--- src/rtl/int_ctrl.sv ---
// Interrupt controller: synchronises and edge-detects external requests into a
// pending latch, masks and prioritises them, and runs a request/ack/rti handshake.
module int_ctrl #(
    parameter int NUM_SRC   = 4,
    parameter int VEC_WIDTH = 3
) (
    input  logic                 clk,
    input  logic                 reset,
    input  logic [NUM_SRC-1:0]   irq_src,
    input  logic                 imask_we,
    input  logic [NUM_SRC-1:0]   imask_wdata,
    input  logic [NUM_SRC-1:0]   irptl_clr,
    input  logic                 ie,
    input  logic                 ps_idle,
    input  logic                 int_ack,
    input  logic                 rti,
    output logic                 interrupt,
    output logic [VEC_WIDTH-1:0] int_vec,
    output logic [NUM_SRC-1:0]   irptl,
    output logic [NUM_SRC-1:0]   imask,
    output logic                 in_service
);

    typedef enum logic [1:0] {
        IDLE,
        REQ,
        SERVICE
    } state_t;

    state_t               state, state_nxt;
    logic [VEC_WIDTH-1:0] vec_nxt;
    logic [NUM_SRC-1:0]   s1, s2, s3;
    logic [NUM_SRC-1:0]   edge_det;
    logic [NUM_SRC-1:0]   eligible;
    logic [NUM_SRC-1:0]   vec_onehot;
    logic [NUM_SRC-1:0]   ack_clr;
    logic [NUM_SRC-1:0]   irptl_nxt;
    logic [VEC_WIDTH-1:0] winner;
    logic                 ack_accept;
    logic                 req_ok;
    logic                 withdraw;

    assign edge_det   = s2 & ~s3;
    assign eligible   = irptl & imask;
    assign req_ok     = (|eligible) && (ie || ps_idle);
    assign ack_accept = (state == REQ) && int_ack;
    assign ack_clr    = ack_accept ? vec_onehot : '0;
    // A fresh edge beats any clear in the same cycle.
    assign irptl_nxt  = edge_det | (irptl & ~(irptl_clr | ack_clr));

    // The held request is withdrawn if its pending bit is cleared or its mask bit dropped.
    assign withdraw = (|(vec_onehot & irptl_clr & ~edge_det)) ||
                      (imask_we && (|(vec_onehot & ~imask_wdata)));

    // NOTE: every always_comb output gets a default first so no latch is inferred.
    always_comb begin
        winner     = '0;
        vec_onehot = '0;
        for (int i = NUM_SRC - 1; i >= 0; i--) begin
            if (eligible[i]) winner = VEC_WIDTH'(i);
            vec_onehot[i] = (int_vec == VEC_WIDTH'(i));
        end
    end

    always_comb begin
        state_nxt = state;
        vec_nxt   = int_vec;
        case (state)
            IDLE: begin
                if (req_ok) begin
                    state_nxt = REQ;
                    vec_nxt   = winner;
                end
            end
            REQ: begin
                if (int_ack)       state_nxt = SERVICE;
                else if (withdraw) state_nxt = IDLE;
            end
            SERVICE: begin
                if (rti) state_nxt = IDLE;
            end
            default: state_nxt = IDLE;
        endcase
    end

    // NOTE: sequential state uses non-blocking assignments so all flops sample together.
    always_ff @(posedge clk or negedge reset) begin
        if (!reset) begin
            s1         <= '0;
            s2         <= '0;
            s3         <= '0;
            irptl      <= '0;
            imask      <= '0;
            state      <= IDLE;
            int_vec    <= '0;
            interrupt  <= 1'b0;
            in_service <= 1'b0;
        end else begin
            s1         <= irq_src;
            s2         <= s1;
            s3         <= s2;
            irptl      <= irptl_nxt;
            if (imask_we) imask <= imask_wdata;
            state      <= state_nxt;
            int_vec    <= vec_nxt;
            interrupt  <= (state_nxt == REQ);
            in_service <= (state_nxt == SERVICE);
        end
    end

endmodule

--- config.mk ---
export PLATFORM = sky130hd
export DESIGN_NAME = int_ctrl
export DESIGN_NICKNAME = d
export VERILOG_FILES = /design/src/rtl/int_ctrl.sv
export SDC_FILE = /design/constraint.sdc
export NUM_CORES = 1
export LEC_CHECK = 0
export CORE_ASPECT_RATIO = 1.1
export CORE_UTILIZATION = 48
export CTS_CLUSTER_DIAMETER = 200
export DETAILED_ROUTE_END_ITERATION = 6
export MAX_ROUTING_LAYER = met4
export PLACE_DENSITY_LB_ADDON = 0.15
export RECOVER_POWER = 50
export SKIP_CTS_REPAIR_TIMING = 1
export SYNTH_ARGS = -nofsm -noshare
export SYNTH_HDL_FRONTEND = slang
export SYNTH_SLANG_ARGS = --single-unit
export TNS_END_PERCENT = 1
--- constraint.sdc ---
create_clock -name clk -period 3.78 [get_ports clk]
set_clock_uncertainty 0.05 [all_clocks]
set_input_delay 0.756 -clock clk [delete_from_list [all_inputs] [get_ports clk]]
set_output_delay 0.756 -clock clk [all_outputs]
set_load 0.005 [all_outputs]
; ---- Word level (Yosys, flattened, before mapping)
; Index checks and enable logic that the tools add are counted.
[totals]
regBits = 27
in_bits = 19
[classes]
n_mux = 10
bitwise = 12
reduce_logical = 11
n_eq_ne = 7
[op_table]
columns = op, n
row1 = $and A4 B4 Y4, 6
row2 = $not A4 Y4, 4
row3 = $mux W2, 6
row4 = $reduce_or A4 Y1, 3
row5 = $or A4 B4 Y4, 2
row6 = $eq A3 B2 Y1 const B, 2
row7 = $mux W3, 2
row8 = $pmux W2 S3, 1
row9 = $eq A2 B1 Y1 const B, 2
row10 = $eq A2 B2 Y1 const B, 2
row11 = $mux W4, 1
row12 = $eq A3 B1 Y1 const B, 1
row13 = $logic_and A1 B1 Y1, 3
row14 = $logic_not A3 Y1, 1
row15 = $logic_not A2 Y1, 1
row16 = $logic_or A1 B1 Y1, 2
row17 = $reduce_and A2 Y1, 1

; ---- Depth between registers and ports, before layout
; Gate-level depths: netlist (run 1).
[logic_depth]
word_depth = 10
depth_mapped = 5
depth_no_buf = 4

; ---- Worst setup path before layout (run 1)
; OpenSTA, ideal clock, no wires.
[synth_timing]
path_kind = input-to-reg
start = in imask_we
end = reg interrupt
stages = 4
setup_slack_ns = 2.178
setup_time_ns = 0.120
t_arrival_ns = 1.432
path_buffers = 1
path_cell_list = buf_2 -> a221oi_1 -> a211o_1 -> a41o_1
[synth_between]
elab_chain_len = 6
[synth_lines]
columns = item, line
row1 = from (decl), 10  ; input logic imask_we,
row2 = $logic_and A1 B1 Y1, 53  ; (imask_we && (|(vec_onehot & ~imask_wdata)));
row3 = $logic_or A1 B1 Y1, 52  ; assign withdraw = (|(vec_onehot & irptl_clr & ~edge_det)) ||
row4 = $mux W2, 77  ; else if (withdraw) state_nxt = IDLE;
row5 = $mux W2, 76  ; if (int_ack) state_nxt = SERVICE;
row6 = $pmux W2 S3, 68  ; case (state)
row7 = $eq A2 B1 Y1, 106  ; interrupt <= (state_nxt == REQ);
row8 = to (signal assigned), 106
row9 = to (decl), 17  ; output logic interrupt,
; No other way between the ends.
; A chain may end at the register's enable or synchronous reset.

; ---- Worst setup path after layout (run 1)
[layout_timing]
start = reg int_vec[1]
end = out int_vec[1]
[layout_lines]
columns = item, line
row1 = from (decl), 18  ; output logic [VEC_WIDTH-1:0] int_vec,
row2 = from (signal assigned), 105  ; int_vec <= vec_nxt;
; No word-level cell between the ends.

==> qor.txt, run 1 <==
status - completed
share of Yosys cell area claimed by the top area cell type - 0.621
first-pass GRT wire length - 3100 um
worst hold path type - reg2reg
core footprint - 2040 sq um
Post-synth ARST share - 1.00
Fmax achieved - 0.436 GHz
top post-synthesis cells by count - dfrtp_1, nand2_1, nand2b_1
critical path peak fanout - 12
I/O pin count - 32
register bit total from synthesis - 26
setup violators final - 0
pwr dens - 499 nW/um^2
CP startpoint kind - flip-flop
htree depth - 1
Max IR drop VDD - 0.293 mV
share of cells above drive strength 1 - 0.0991
crit-path max cell delay - 0.60 ns
top_reg_cell synth - dfrtp_1
count of final hold-check violations - 0
CP Class - reg2out
clk_lat worst skew - 0.31 ns
DR WL met3 - 98 um
fin crit period - 2.29 ns
post-route DRC violation count - 0
critical path's slowest cell - dfrtp_1
synthesized net count - 101
dpl cells - 136
DIE WIDTH - 46.6 um
Total Routing Usage GR - 0.191
relative slew slack - 0.260
Crit. path cell count - 1
final worst-path cycle share - 0.607
vias in the first global route - 729
largest net degree at the start of global routing - 27
dpl hpwl - 1410 um
1st-pass router iterations - 4
initial core utilization - 0.513
register area share after synthesis - 0.621
WP data required - 2.97 ns
initial antenna violation count - 0
hold path cells - 0
I/O Buffers - 30
total wire length - 1930 um
met1 wire length - 884 um
Slew @ Worst Pin - 1.11 ns
Layout Cells excl Fill - 139
Slew Viols, Final - 0
fillers - 152
layout overhead on the synthesized area - 30.8%
GRT overflow - 0
top-count cell post-synth - dfrtp_1
cell count after synthesis - 82
Worst-path clk slew - 0.13 ns
WP buf/inv - 1
std cell rows - 17
Final WS setup - 1.49 ns
clk sinks - 26
ant diodes - 0
unrepaired setup endpoints after global routing - no
vias per cell - 5.47
Final Net Count - 132
crit-path cells - clkdlybuf4s50_1
met2 WL - 939 um
Die Height - 51.0 um
worst slack at placement - 1.60 ns
drt initial violations - 11
post-synthesis cell area - 1050 sq um
clk buf depth - 2
Top Metal Used - met4
critical path endpoint category - output port
CP arrival - 1.49 ns
Worst path top cell family by delay - flip-flops
DIE AREA - 2380 sq um
root buf cell - clkbuf_4
synth unique cells - 33
wire length per cell - 13.9 um
Max Cap Viol - 0
Area contributors post-synth - dfrtp_1, mux2_2, nand2_1, nand2b_1, a22oi_2
total negative slack - 0 ns
vias - 761
CTS Buf Count - 3
yosys warns - 0
final RePlAce weighted congestion - 0.767
post-route ant nets - 0
leakage power - 0.601 nW
Yosys top cell by area - dfrtp_1
reg2reg path depth - 3
Avg Synthesized Cell Area - 12.8 sq um
Post-synth EDFFs - 0
TritonCTS clock tree - done
[layer usage]
| layer | GRT usage | vias up |
|---|---|---|
| met1 | 0.254 | 384 |
| met3 | 0.0283 | 2 |
| li1 | - | 348 |
| met2 | 0.280 | 27 |
| met4 | 0.0980 | 0 |
| met5 | - | - |
[where the power goes]
group / switching (mW) / internal (mW)
registers: 0.0590 / 0.320
clock network: 0.0736 / 0.0372
logic: 0.0672 / 0.127
[metrics by stage]
stage	cell area, sq um	hold WS (ns)	utilization	total power [mW]
finish	1370	0.320	0.672	0.684
global route	1370	0.332	0.672	0.727
CTS	1380	0.325	0.678	0.704
detailed placement	1360	0.286	0.667	0.592
global placement	1360	0.287	0.667	0.585
floorplan	1050	0.281	-	0.491
[state kept, by name, summed over array words and instances (netlist names)]
name / count
s3: 4
imask: 4
interrupt: 1
irptl: 4
s1: 4
state: 2
int_vec: 2
in_service: 1
s2: 4
[placed cells by master, fill, tap and decap left out, types with 2 or more instances in the layout]
cell type         n
a22oi_2           2
a41o_1            2
clkbuf_4          3
clkdlybuf4s50_1  22
dfrtp_1          26
dlygate4sd3_1     8
inv_1             3
mux2_2            4
nand2_1           9
nand2b_1          5
nor2_1            3
nor2b_1           2
nor3_1            2
o21ai_0           2
[final timing paths]
kind / from / endpoint / slack (ns)
worst max register to register: state[1] / int_vec[0] / 2.17
worst min-delay path: s1[3] / s2[3] / 0.32
max in group asynchronous: reset / irptl[0] / 1.98
min in group asynchronous: reset / imask[0] / 1.04
worst min register to register: s1[3] / s2[3] / 0.32
worst max-delay path: int_vec[1] / int_vec[1] / 1.49
[cell type report]
| type | instances | area [sq um] | area share |
|---|---|---|---|
| flip-flops and latches | 26 | 651 | 0.474 |
| multi-input cells | 49 | 352 | 0.256 |
| repair buffers | 30 | 300 | 0.219 |
| well taps | 28 | 35.0 | 0.0255 |
| clock buffers | 3 | 22.5 | 0.0164 |
| inverters | 3 | 11.3 | 0.00821 |
[logic make-up after synthesis]
family | synth area share
simple gates | 0.143
flops | 0.621
compound gates | 0.134
buf+inv | 0.0322
mux | 0.0668
other cells | 0.00358
Power figures use the tool's default switching activity.
==> run 2: changes to the inputs <==
Settings changed: CORE_UTILIZATION 48 to 40.
Clock period 3.78 ns to 1.9 ns, I/O delays scaled along.
==> run 2 against run 1 <==
Against the previous run:
- final cell count increased by 5.8%
- first-iteration DRC count is 9.1% higher
- wire length rose by 0.72%
- count of clock-buffer cells in the layout unchanged
- combinational power rose to 2.6 times the previous value
- sequential power up 84%
- critical path depth stayed put
- critical path type unchanged
- highest routed layer unchanged
==> qor.txt, run 2 (synthesized netlist as in run 1, its figures left out) <==
status - completed
fillers - 227
R2R Path Start - state[1]
Pwr Total - 1.57 mW
Total Routing Usage GR - 0.149
pwr dens - 1080 nW/um^2
wire length per cell - 13.2 um
worst hold path startpoint - s1[0]
Max Cap Viol - 0
vias - 732
DIE WIDTH - 50.8 um
std cell rows - 19
crit-path max cell delay - 0.53 ns
CP arrival - 1.30 ns
most common cell after layout, fill and taps aside - dfrtp_1
relative slew slack - 0.597
Die Height - 55.7 um
Critical R2R Capture - int_vec[0]
CTS Buf Count - 3
Slew Viols, Final - 0
DIE AREA - 2830 sq um
core footprint - 2500 sq um
commonest cells after routing, fill and taps aside - dfrtp_1, clkdlybuf4s50_1, nand2_1
Post-DP Area - 1400 sq um
first-pass GRT wire length - 3100 um
clk buf depth - 2
final instance area - 1450 sq um
total negative slack - 0 ns
reg2reg path depth - 3
Worst path top cell family by delay - buffers and inverters
1st-pass router iterations - 4
GRT overflow - 0
crit-path cells - clkdlybuf4s50_1
CP startpoint kind - flip-flop
dpl hpwl - 1490 um
Final Net Count - 136
root buf cell - clkbuf_4
share of cells above drive strength 1 - 0.147
ant diodes - 0
fin crit period - 1.73 ns
setup violators final - 0
CP Class - reg2out
Fmax achieved - 0.579 GHz
unrepaired setup endpoints after global routing - no
critical path endpoint category - output port
hold endpoint - s2[0]
final RePlAce weighted congestion - 0.797
layout overhead on the synthesized area - 37.8%
Worst R2R Setup Slack - 0.44 ns
vias in the first global route - 691
TritonCTS clock tree - done
post-route DRC violation count - 0
clk sinks - 26
I/O Buffers - 30
worst hold path type - reg2reg
vias per cell - 4.98
post-route ant nets - 0
initial core utilization - 0.420
leakage power - 0.636 nW
final worst-path cycle share - 0.910
critical path peak fanout - 4
WP data required - 1.47 ns
worst slack at placement - 0.215 ns
drt initial violations - 12
clk_lat worst skew - 0.31 ns
Max IR drop VDD - 0.741 mV
Slew @ Worst Pin - 0.604 ns
hold path cells - 0
total wire length - 1950 um
Worst-path clk slew - 0.14 ns
initial antenna violation count - 0
Final WS setup - 0.172 ns
htree depth - 1
critical path's slowest cell - clkdlybuf4s50_1
largest net degree at the start of global routing - 27
count of final hold-check violations - 0
I/O pin count - 32
WP buf/inv - 1
## run 2: area by class of cell
cell class                      instances  area [sq um]  share of cell area
Inverter                                3          11.3             0.00779
Clock inverter                          1          30.0              0.0208
Multi-Input combinational cell         49           364               0.252
Clock buffer                            3          22.5              0.0156
Sequential cell                        26           651               0.450
Timing Repair Buffer                   34           328               0.227
Tap cell                               31          38.8              0.0268
## run 2: power by group
part	switching [mW]	internal (mW)	leakage, nW
Combinational	0.211	0.290	0.296
Clock	0.155	0.213	0.0279
Sequential	0.0596	0.638	0.312
## run 2: layer usage
layer,GRT usage,part of all wire
met1,0.203,0.46
met2,0.232,0.49
met3,0.0164,0.036
met4,0.0476,0.0072
met5,-,0
## run 2: metrics by stage
stage	std cells	utilization	hold WS [ns]
3_3_place_gp	143	0.559	0.286
5_1_grt	147	0.579	0.332
2_1_floorplan	82	-	0.0344
4_1_cts	147	0.580	0.323
6_report	147	0.579	0.320
3_5_place_dp	143	0.559	0.292
## run 2: worst reg2reg max path: cells and delay by family, from the launching register on
kind / cells / cell delay (ns)
AND/OR/NAND/NOR: 1 / 0.28
AO/OA/AOI/OAI: 1 / 0.28
multiplexers: 1 / 0.32
flip-flops: 1 / 0.43
## run 2: worst max path at each step
stage | start | end | slack, ns | cells after the start
after floorplan | state[1] | int_vec[0] | 0.53 | 3
after global placement | imask_we | interrupt | 0.24 | 4
after detailed placement | imask_we | state[0] | 0.22 | 4
after CTS | irptl[2] | irptl[2] | 0.17 | 1
after global routing | irptl[1] | irptl[1] | 0.12 | 1
final | irptl[2] | irptl[2] | 0.17 | 1
